==> src/rtl/enc_top.sv <==
// Dual-channel incremental-encoder measurement block.
// Each channel measures A-edge period (SEL=0) or A-edge position (SEL=1),
// referenced to its Z index pulse, with saturation and a sticky overflow flag.
module enc_top #(
    parameter int unsigned CNT_W       = 64,
    parameter int unsigned SYNC_STAGES = 2
) (
    input  logic             CLK,
    input  logic             RST,
    input  logic             I_ARM,
    input  logic             I_SEL,
    input  logic             I_A0,
    input  logic             I_A1,
    input  logic             I_Z0,
    input  logic             I_Z1,
    output logic             O_A0,
    output logic             O_A1,
    output logic             O_Z0,
    output logic             O_Z1,
    output logic             O_SEL,
    output logic [CNT_W-1:0] O_CNT_A0,
    output logic [CNT_W-1:0] O_CNT_A1,
    output logic             O_OVERFLOW_0,
    output logic             O_OVERFLOW_1,
    output logic             O_READY_0,
    output logic             O_READY_1
);

    localparam int unsigned NCH   = 2;
    localparam int unsigned NSIG  = 6;
    localparam int unsigned P_ARM = 0;
    localparam int unsigned P_SEL = 1;
    localparam int unsigned P_A0  = 2;
    localparam int unsigned P_A1  = 3;
    localparam int unsigned P_Z0  = 4;
    localparam int unsigned P_Z1  = 5;

    typedef enum logic [1:0] {
        S_IDLE,
        S_WAIT_Z,
        S_ACTIVE
    } state_e;

    logic [NSIG-1:0]                  pins;
    logic [SYNC_STAGES-1:0][NSIG-1:0] sync_q;
    logic [NSIG-1:0]                  sync_last;
    logic [NCH-1:0]                   a_s;
    logic [NCH-1:0]                   z_s;
    logic [NCH-1:0]                   a_prev_q;
    logic [NCH-1:0]                   z_prev_q;
    logic [NCH-1:0]                   a_edge;
    logic [NCH-1:0]                   z_edge;
    logic                             arm_s;
    logic                             sel_s;

    state_e                           state_q   [NCH];
    logic [CNT_W-1:0]                 cnt_q     [NCH];
    logic [CNT_W-1:0]                 cnt_out_q [NCH];
    logic [CNT_W-1:0]                 cnt_inc_d [NCH];
    logic [NCH-1:0]                   cnt_sat_d;
    logic [NCH-1:0]                   ovf_q;
    logic [NCH-1:0]                   rdy_q;

    assign pins      = {I_Z1, I_Z0, I_A1, I_A0, I_SEL, I_ARM};
    assign sync_last = sync_q[SYNC_STAGES-1];
    assign arm_s     = sync_last[P_ARM];
    assign sel_s     = sync_last[P_SEL];
    assign a_s       = {sync_last[P_A1], sync_last[P_A0]};
    assign z_s       = {sync_last[P_Z1], sync_last[P_Z0]};
    assign a_edge    = a_s & ~a_prev_q;
    assign z_edge    = z_s & ~z_prev_q;

    // Synchroniser chain for every pin plus the previous-value flops for edge detection
    always_ff @(posedge CLK or posedge RST) begin
        if (RST) begin
            sync_q   <= '0;
            a_prev_q <= '0;
            z_prev_q <= '0;
        end else begin
            sync_q   <= {sync_q[SYNC_STAGES-2:0], pins};
            a_prev_q <= a_s;
            z_prev_q <= z_s;
        end
    end

    for (genvar ch = 0; ch < NCH; ch++) begin : g_ch
        // Saturating increment: the counter sticks at all ones instead of wrapping
        always_comb begin
            cnt_sat_d[ch] = (cnt_q[ch] == {CNT_W{1'b1}});
            cnt_inc_d[ch] = cnt_sat_d[ch] ? cnt_q[ch] : cnt_q[ch] + CNT_W'(1);
        end

        // Per-channel measurement state machine; A latch is taken before a coincident Z clear
        always_ff @(posedge CLK or posedge RST) begin
            if (RST) begin
                state_q[ch]   <= S_IDLE;
                cnt_q[ch]     <= '0;
                cnt_out_q[ch] <= '0;
                ovf_q[ch]     <= 1'b0;
                rdy_q[ch]     <= 1'b0;
            end else begin
                rdy_q[ch] <= 1'b0;
                if (!arm_s) begin
                    state_q[ch] <= S_IDLE;
                    cnt_q[ch]   <= '0;
                    ovf_q[ch]   <= 1'b0;
                end else begin
                    case (state_q[ch])
                        S_IDLE: begin
                            cnt_q[ch]   <= '0;
                            state_q[ch] <= S_WAIT_Z;
                        end
                        S_WAIT_Z: begin
                            if (z_edge[ch]) begin
                                cnt_q[ch]   <= '0;
                                state_q[ch] <= S_ACTIVE;
                            end
                        end
                        S_ACTIVE: begin
                            if (a_edge[ch]) begin
                                cnt_out_q[ch] <= cnt_inc_d[ch];
                                rdy_q[ch]     <= 1'b1;
                                if (cnt_sat_d[ch]) begin
                                    ovf_q[ch] <= 1'b1;
                                end
                            end
                            if (z_edge[ch]) begin
                                cnt_q[ch] <= '0;
                            end else if (a_edge[ch]) begin
                                cnt_q[ch] <= sel_s ? cnt_inc_d[ch] : '0;
                            end else if (!sel_s) begin
                                cnt_q[ch] <= cnt_inc_d[ch];
                                if (cnt_sat_d[ch]) begin
                                    ovf_q[ch] <= 1'b1;
                                end
                            end
                        end
                        default: begin
                            state_q[ch] <= S_IDLE;
                        end
                    endcase
                end
            end
        end
    end

    assign O_A0         = sync_last[P_A0];
    assign O_A1         = sync_last[P_A1];
    assign O_Z0         = sync_last[P_Z0];
    assign O_Z1         = sync_last[P_Z1];
    assign O_SEL        = sel_s;
    assign O_CNT_A0     = cnt_out_q[0];
    assign O_CNT_A1     = cnt_out_q[1];
    assign O_OVERFLOW_0 = ovf_q[0];
    assign O_OVERFLOW_1 = ovf_q[1];
    assign O_READY_0    = rdy_q[0];
    assign O_READY_1    = rdy_q[1];

endmodule

==> config.mk <==
export PLATFORM = sky130hd
export DESIGN_NAME = enc_top
export DESIGN_NICKNAME = d
export VERILOG_FILES = /design/src/rtl/enc_top.sv
export SDC_FILE = /design/constraint.sdc
export NUM_CORES = 1
export LEC_CHECK = 0
export CORE_MARGIN = 2
export CORE_UTILIZATION = 41
export DETAILED_ROUTE_END_ITERATION = 10
export MAX_ROUTING_LAYER = met4
export SYNTH_ARGS = -nofsm -noshare
export SYNTH_HDL_FRONTEND = slang
export SYNTH_SLANG_ARGS = --single-unit
==> constraint.sdc <==
create_clock -name CLK -period 17.4 [get_ports CLK]
set_clock_uncertainty 0.15 [all_clocks]
set_input_delay 1.74 -clock CLK [delete_from_list [all_inputs] [get_ports CLK]]
set_output_delay 1.74 -clock CLK [all_outputs]
set_load 0.005 [all_outputs]
After elaboration in Yosys (flattened, before gate mapping)
Index checks and enable logic that the tools add are counted.
W data, S select, Z words.
{"block": "word_totals", "wordCells": 88, "inputBits": 8, "ff_bits": 280}
{"block": "op_classes", "n_eq_ne": 16, "n_mux": 44, "n_reduce_logical": 8, "n_addsub": 2, "bitwise": 4}
{"operator": "$mux W64", "n": 14}
{"operator": "$pmux W64 S3", "n": 2}
{"operator": "$add A64 B1 Y64 const B", "n": 2}
{"operator": "$eq A64 B64 Y1 const B", "n": 2}
{"operator": "$mux W1", "n": 22}
{"operator": "$pmux W2 S3", "n": 2}
{"operator": "$reduce_and A3 Y1", "n": 4}
{"operator": "$ne A5 B5 Y1 const B", "n": 2}
{"operator": "$mux W2", "n": 4}
{"operator": "$ne A4 B1 Y1 const B", "n": 2}
{"operator": "$ne A3 B3 Y1 const B", "n": 2}
{"operator": "$and A2 B2 Y2", "n": 2}
{"operator": "$eq A2 B1 Y1 const B", "n": 2}
{"operator": "$eq A2 B2 Y1 const B", "n": 2}
{"operator": "$logic_not A2 Y1", "n": 2}
{"operator": "$ne A2 B1 Y1 const B", "n": 2}
{"operator": "$ne A2 B2 Y1 const B", "n": 2}
{"operator": "$not A2 Y2", "n": 2}
{"operator": "$reduce_and A2 Y1", "n": 2}

Depth between registers and ports, before layout
Gate-level depths: netlist of the first run.
{"block": "logic_depth", "ltp_word": 9, "mapped_depth": 11}

Worst setup path after synthesis of the first run
Ideal clock, no wire load.
{"block": "synth_timing", "kind": "reg2reg", "start": "register cnt_q[15] in the netlist's numbering", "end": "register cnt_q[25] in the netlist's numbering", "required_ns": 17.168, "arrival_time_ns": 2.460, "path_slack_ns": 14.708, "n_path_buf": 5, "stages_incl_launch_ff": 12, "path_cell_list": "dfrtp_1 > clkbuf_2 > nand4_4 > or3_1 > buf_6 > or4_4 > buf_6 > o21ai_4 > buf_6 > buf_12 > o21ai_1 > a31oi_1"}
{"block": "synth_via", "elab_chain_cells": 7, "word_cells_on_any_way": 9, "classes_between": "1 x add/sub; 1 x eq/ne; 7 x mux"}
{"item": "start: declaration", "line_no": "57", "rtl": "logic [CNT_W-1:0] cnt_q [NCH];"}
{"item": "start signal: indexed assignment", "line_no": "130", "rtl": "cnt_q[ch] <= sel_s ? cnt_inc_d[ch] : '0;"}
{"item": "start signal: indexed assignment", "line_no": "132", "rtl": "cnt_q[ch] <= cnt_inc_d[ch];"}
{"item": "$add A64 B1 Y64 or $eq A64 B64 Y1 (tied branches)", "line_no": "90, 89"}
{"item": "$mux W64 *", "line_no": "90", "rtl": "cnt_inc_d[ch] = cnt_sat_d[ch] ? cnt_q[ch] : cnt_q[ch] + CNT_W'(1);"}
{"item": "$mux W64 (on tied branches)", "line_no": "131, 130"}
{"item": "$mux W64 *", "line_no": "129", "rtl": "end else if (a_edge[ch]) begin"}
{"item": "$mux W64 *", "line_no": "127", "rtl": "if (z_edge[ch]) begin"}
{"item": "$pmux W64 S3 *", "line_no": "108", "rtl": "case (state_q[ch])"}
{"item": "$mux W64 *", "line_no": "103", "rtl": "if (!arm_s) begin"}
Every way passes the cells marked *; elsewhere a longest branch is shown, timed or not. The select of a mux whose other input is x is not followed.
A chain may end at the register's enable or synchronous reset.

==> results of run 1 <==
[area by class of cell]
cell class,instances,area share [%]
Tap cell,511,3.45
Multi-Input combinational cell,1317,43.2
Sequential cell,280,37.8
Clock inverter,5,0.290
Inverter,38,0.810
Timing Repair Buffer,166,8.67
Clock buffer,55,5.79
[worst max-delay path by stage]
stage | start | to | slack [ns] | cells after the start
2_1_floorplan | RST | O_CNT_A0[0] | 7.79 | 1
3_3_place_gp | RST | O_CNT_A0[20] | 12.78 | 4
3_5_place_dp | RST | O_CNT_A0[22] | 12.75 | 4
4_1_cts | RST | O_CNT_A0[19] | 13.33 | 4
5_1_grt | RST | O_CNT_A0[20] | 13.08 | 4
6_report | RST | O_CNT_A0[20] | 13.46 | 4
[routing by layer]
layer	GRT usage, %	vias up
met5	-	-
met4	7.02	0
met3	3.93	75
met2	33.3	474
met1	36.8	6891
li1	-	6638
[cells by family after synthesis]
group,synth area share (%)
buffers and inverters,4.55
flip-flops,44.7
AND/OR/NAND/NOR,23.1
AO/OA/AOI/OAI,20.5
adder cells (fa/ha/maj),0.798
multiplexers,1.29
XOR/XNOR,5.14
[through the flow]
| stage | std cells | util [%] |
|---|---|---|
| final | 2372 | 49.2 |
| after global routing | 2372 | 49.2 |
| after CTS | 2372 | 49.2 |
| after detailed placement | 2312 | 46.2 |
| after global placement | 2312 | 46.2 |
| after floorplan | 1766 | - |
[registers in the layout (all words and copies together) (netlist names)]
register / count
O_READY_1: 1
cnt_q: 128
sync_last: 6
state_q: 4
O_CNT_A0: 64
O_OVERFLOW_0: 1
O_OVERFLOW_1: 1
O_CNT_A1: 64
sync_q: 6
O_READY_0: 1
z_prev_q: 2
a_prev_q: 2
[Yosys cell counts (all sizes together) (28+ instances only)]
master and count:
a21oi 46, a31oi 74, and3 28, clkbuf 106, dfrtp 280, inv 37, nand2 252, nand3 79
nand4 66, nor2 81, nor3 35, o21ai 186, or3 31, xnor2 82
[power breakdown]
group / switching (mW) / leakage, nW / internal, mW
Sequential: 0.0201 / 3.85 / 0.675
Combinational: 0.152 / 2.73 / 0.0852
Clock: 0.284 / 0.556 / 0.436
[critical path: cells and delay by family]
kind	cells	cell delay, ns
buf+inv	4	2.52
==> impl_results.md, run 1 <==
* Run status: completed
* Reg area at 0.00701 mm²
* Post-Synthesis Cells at 1766
* Share of final-layout standard cells stronger than drive strength 1 at approximately 6.3%
* Number of nets in the synthesized netlist at about 1800
* Antenna violations before repair at 1
* Number of gates given a new drive strength after cts at 0
* Number of warnings reported in the yosys synthesis log at 0
* Peak Freq at roughly 250 MHz
* Std cell rows at 71
* Starting Density at a little over two fifths
* Final Slew Violations at 0
* Maximum number of pins on one net before global-route repair at just under 100
* Clock latency reported for the late side of the worst-skew pair at 0.54 ns
* Distinct cell type count of the synthesized netlist at 73
* Total overflow reported by the global router at 0
* Post-route cell area at 0.0185 mm²
* Total via count after detailed routing at 14100
* Top post-synthesis cells by area: dfrtp_1 45%, nand2_1 6.0%, o21ai_0 5.2%, xnor2_1 4.6%, a31oi_1 3.0%
* All-Layer GR Usage at 24.4%
* Critical Path Most Common Cell: buf_4
* Synth async-reset ratio at 100%
* Pleak at 7.14 nW
* Endpoint of the worst hold-timing path: sync_last[0]
* Hold Violations, Final at 0
* Period minus WS final at 3.94 ns
* CTS Root Buffer Type: clkbuf_16
* Number of fillers in the final layout at 3620
* Antenna cell count at 0
* Number of input and output port buffers inserted at about 140
* Die extent in x at 200 µm
* Delay of the slowest cell on the worst path at between 0.7 and 0.8 ns
* Layout Area Growth over Synthesis at 18.2%
* Number of hold buffers added after CTS at 0
* Kind of launch point of the worst setup path: input pin
* Worst-case register-to-register setup slack at 13.85 ns
* Sequential-to-total area share from yosys stat at 44.7%
* Unrepaired setup endpoints after global routing: no
* Worst r2r src: cnt_q[5]
* Maximum fanout encountered on the critical timing path at 96
* Hold Crit Class: reg -> reg
* Max clock buf depth at 3
* Critical Setup Path Class: in -> async
* Launch instance of the worst min-delay path: sync_q[0]
* Top-Level Pins at 145
* Dominant cell type by area after synthesis: dfrtp_1
* Worst slew margin relative to its limit at a little under a quarter
* Wire length of the first global-routing pass at 74300 µm
* Routed length per placed instance at just under 20 µm
* Detailed-route wire length on metal 1 at 22900 µm
* Worst supply voltage drop on vdd at 0.0000626 V
* Final Total Pwr at 1.65 mW
* Number of enable-type register cells in the synthesized netlist at 0
* Worst hold margin at 0.196 ns
* Clock buffers created by TritonCTS at 34
* Area of the placeable core at 0.0377 mm²
* Clock transition time at the flip-flop clock pins of the worst setup and hold paths at approximately 0.060 ns
* Crit path DAT at 4.36 ns
* Worst-margin pin slew at about 1.1 ns
* Number of sinks on the clock net at 280
* #FFs+latches synth at 280
* Power density over the cells at 89.2 mW/mm²
* Pre-CTS setup slack at 12.75 ns
* Post-route setup TNS at 0 ns
* Area of the die at 0.0398 mm²
* Destination of the worst register-to-register timing path: cnt_q[31]
* Yosys top cell area share at 44.7%
* Placed Area at about 0.017 mm²
* Multi-input gate area in the final layout at 0.00800 mm²
* Top Layer Used: met4
* Final count of negative-setup-slack endpoints at 0
* Nets at ~1900
* Worst-path cell with the longest stage delay: buf_4
* Mapped cell area at 0.0157 mm²
* CTS tree: done
* Mean post-synth cell area at around 8.9 µm²
* Most frequently used flop master after synthesis: dfrtp_1
* Final ANT Viol Nets at 0
* Count of H-tree levels built during CTS at 2
* Max-cap violations at 0
* Estimated wirelength of the detail-placed design at 31300 µm
* Vias in the first global route at 13100
* Most common cell after layout, fill and taps aside: dfrtp_1
* Total DRC errors in the routed layout at 0
* Minimum setup slack in the final design at 13.46 ns
* Routed wire length on met2 at just under 20000 µm
* Routed wire length on met3 at 3220 µm
* Most frequent cells in the layout: 280 x dfrtp_1, 252 x nand2_1, 162 x o21ai_0
* Logic depth of the worst register-to-register path at 6
* Post-CTS Setup Repair Bufs at 0
* Detailed Routing Iterations Pass 1 at 5
* Hold-critical path depth at 0
* Via count normalized by instance count at 5.94
* Drt total wl at 46500 µm
* Weighted congestion at the end of routability-driven global placement at 0.925
* CP Data Required Time at 17.81 ns
* Ordered list of cells on the worst path: clkdlybuf4s50_1, inv_8, buf_4, buf_4
* Endpoint kind of the worst setup timing path: async pin
* Period utilisation layout at 22.7%
* Vertical die dimension at 200 µm
* DR iter-0 viols at 1195
Note: power is estimated with default switching activity, not from simulation.
==> inputs of run 2 (changes only) <==
==> constraint.sdc (replaced) <==
create_clock -name CLK -period 3.5 [get_ports CLK]
set_clock_uncertainty 0.15 [all_clocks]
set_input_delay 0.35 -clock CLK [delete_from_list [all_inputs] [get_ports CLK]]
set_output_delay 0.35 -clock CLK [all_outputs]
set_load 0.005 [all_outputs]
==> impl_results.md, run 2 (synthesis gave the netlist of run 1 again) <==
* Worst r2r src: cnt_q[15]
* Area of the placeable core at 0.0377 mm² (unchanged)
* Period utilisation layout at 91.2%
* Hold Violations, Final at 0 (unchanged)
* Share of final-layout standard cells stronger than drive strength 1 at 9.14% (+2.9 points)
* Total via count after detailed routing at 14300 (+1.4%)
* Final count of negative-setup-slack endpoints at 0 (unchanged)
* Wire length of the first global-routing pass at 78300 µm (+5.4%)
* Top register by number of flip-flops: cnt_q
* Top-Level Pins at 145 (unchanged)
* Most common cell after layout, fill and taps aside: dfrtp_1
* CP Data Required Time at 3.79 ns (-14.02 ns)
* Maximum fanout encountered on the critical timing path at 31 (-68%)
* Crit path DAT at 3.48 ns (-0.88 ns)
* Worst slew margin relative to its limit at 14.8% (-8.6 points)
* Die extent in x at 200 µm (unchanged)
* Layout Area Growth over Synthesis at 21.6%
* Number of input and output port buffers inserted at 144 (unchanged)
* Vias in the first global route at 13500 (+3.3%)
* Unrepaired setup endpoints after global routing: no
* Weighted congestion at the end of routability-driven global placement at 0.922 (-0.34%)
* Maximum number of pins on one net before global-route repair at 84 (-13%)
* Starting Density at 41.6% (unchanged)
* Max-cap violations at 0 (unchanged)
* Delay of the slowest cell on the worst path at 0.63 ns (-0.13 ns)
* Std cell rows at 71 (unchanged)
* Ordered list of cells on the worst path: nand4_4, or3_1, or4_4, o21ai_4, buf_4, nor2_1, o211ai_1
* Number of hold buffers added after CTS at 0 (unchanged)
* Worst-margin pin slew at 1.25 ns (+0.108 ns)
* Logic depth of the worst register-to-register path at 7 (+1)
* Setup crit end: cnt_q[37]
* Pleak at 7.44 nW (+4.2%)
* Run status: completed
* Fraction of the core area covered by cells at the end of the flow at 50.6% (+1.4 points)
* Destination of the worst register-to-register timing path: cnt_q[37]
* Most frequent cells in the layout: 280 x dfrtp_1, 252 x nand2_1, 162 x o21ai_0
* Area of the die at 0.0398 mm² (unchanged)
* Crit path from: cnt_q[15]
* Worst-path cell with the longest stage delay: or4_4
* Final Slew Violations at 0 (unchanged)
* Period minus WS final at 3.19 ns
* Detailed Routing Iterations Pass 1 at 6 (+1)
* Clock buffers created by TritonCTS at 34 (unchanged)
* Hold Crit Class: in -> async
* Via count normalized by instance count at 5.88 (-0.86%)
* Largest register FFs at 128 (unchanged)
* Peak Freq at 313 MHz
* Nets at 1911 (+3.0%)
* CTS tree: done
* Endpoint kind of the worst setup timing path: flop
* Antenna cell count at 0 (unchanged)
* All-Layer GR Usage at 25.9% (+1.6 points)
* DR iter-0 viols at 1286 (+7.6%)
* Antenna violations before repair at 0 (-1)
* Number of sinks on the clock net at 280 (unchanged)
* Kind of launch point of the worst setup path: flop
* Final ANT Viol Nets at 0 (unchanged)
* CTS Root Buffer Type: clkbuf_16
* Worst supply voltage drop on vdd at 0.000414 V (+560%)
* Vertical die dimension at 200 µm (unchanged)
* Clock transition time at the flip-flop clock pins of the worst setup and hold paths at 0.06 ns (about the same)
* Minimum setup slack in the final design at 0.306 ns (-13.15 ns)
* Count of H-tree levels built during CTS at 2 (unchanged)
* Clock latency reported for the late side of the worst-skew pair at 0.55 ns (about the same)
* Pre-CTS setup slack at 0.393 ns (-12.35 ns)
* Max clock buf depth at 3 (unchanged)
* Estimated wirelength of the detail-placed design at 34000 µm (+8.7%)
* Routed length per placed instance at 20.4 µm (+3.9%)
* Number of gates given a new drive strength after cts at 0 (unchanged)
* Total DRC errors in the routed layout at 0 (unchanged)
* Worst-case register-to-register setup slack at 0.31 ns (-13.54 ns)
* Final Total Pwr at 8.34 mW (+400%)
* Critical Setup Path Class: reg -> reg
* Total overflow reported by the global router at 0 (unchanged)
* Power density over the cells at 437 mW/mm² (+390%)
* Drt total wl at 49400 µm (+6.2%)
* Post-CTS Setup Repair Bufs at 0 (unchanged)
-- run 2: per-stage QoR --
step                hold slack, ns  instances  TNS (ns)  area, µm²
floorplan                    0.181       1766   -198.05      15700
global placement             0.182       2368         0      17900
detailed placement           0.186       2368         0      17900
CTS                         0.0101       2425         0      19100
global route                0.0369       2425         0      19100
finish                      0.0144       2425         0      19100
-- run 2: worst max-delay path: cells and delay by family, from the launching register on --
kind | cells | cell delay [ns]
buffers and inverters | 1 | 0.36
DFF | 1 | 0.53
AOI/OAI and AO/OA | 2 | 0.45
and+or+nand+nor | 4 | 1.57
-- run 2: power by group --
| part | switching, mW | internal, mW |
|---|---|---|
| clock | 1.45 | 2.21 |
| combinational | 0.773 | 0.449 |
| sequential | 0.0967 | 3.36 |
-- run 2: per-layer routing --
layer  track usage [%]  up-vias  routed length [µm]
li1                  -     6732                   -
met1              38.7     6971               24300
met2              36.4      502               21000
met3              4.51       64                3250
met4              6.12        0                 865
met5                 -        -                   0
-- run 2: layout make-up --
cell class	count	area (µm²)
flip-flops and latches	280	7010
fillers	3545	18600
clock buffers	49	1040
inverters	38	146
repair buffers	222	2110
clock inverters	8	98.8
multi-input cells	1317	8010
well taps	511	639
-- run 2: worst min path at each step --
stage,endpoint,slack [ns],cells past startpoint
3_5_place_dp,sync_last[3],0.19,0
3_3_place_gp,sync_last[4],0.18,0
6_report,O_CNT_A1[44],0.01,2
4_1_cts,O_CNT_A1[44],0.01,2
5_1_grt,cnt_q[40],0.04,2
2_1_floorplan,sync_last[0],0.18,0
==> inputs of run 3 (changes only) <==
--- a/config.mk
+++ b/config.mk
@@ -5,6 +5,7 @@
 export SDC_FILE = /design/constraint.sdc
 export NUM_CORES = 1
 export LEC_CHECK = 0
+export CAP_MARGIN = 5
 export CORE_MARGIN = 2
 export CORE_UTILIZATION = 41
 export DETAILED_ROUTE_END_ITERATION = 10
==> results of run 3 <==
Same layout as run 2: the final DEF is identical, and so are final timing and power.
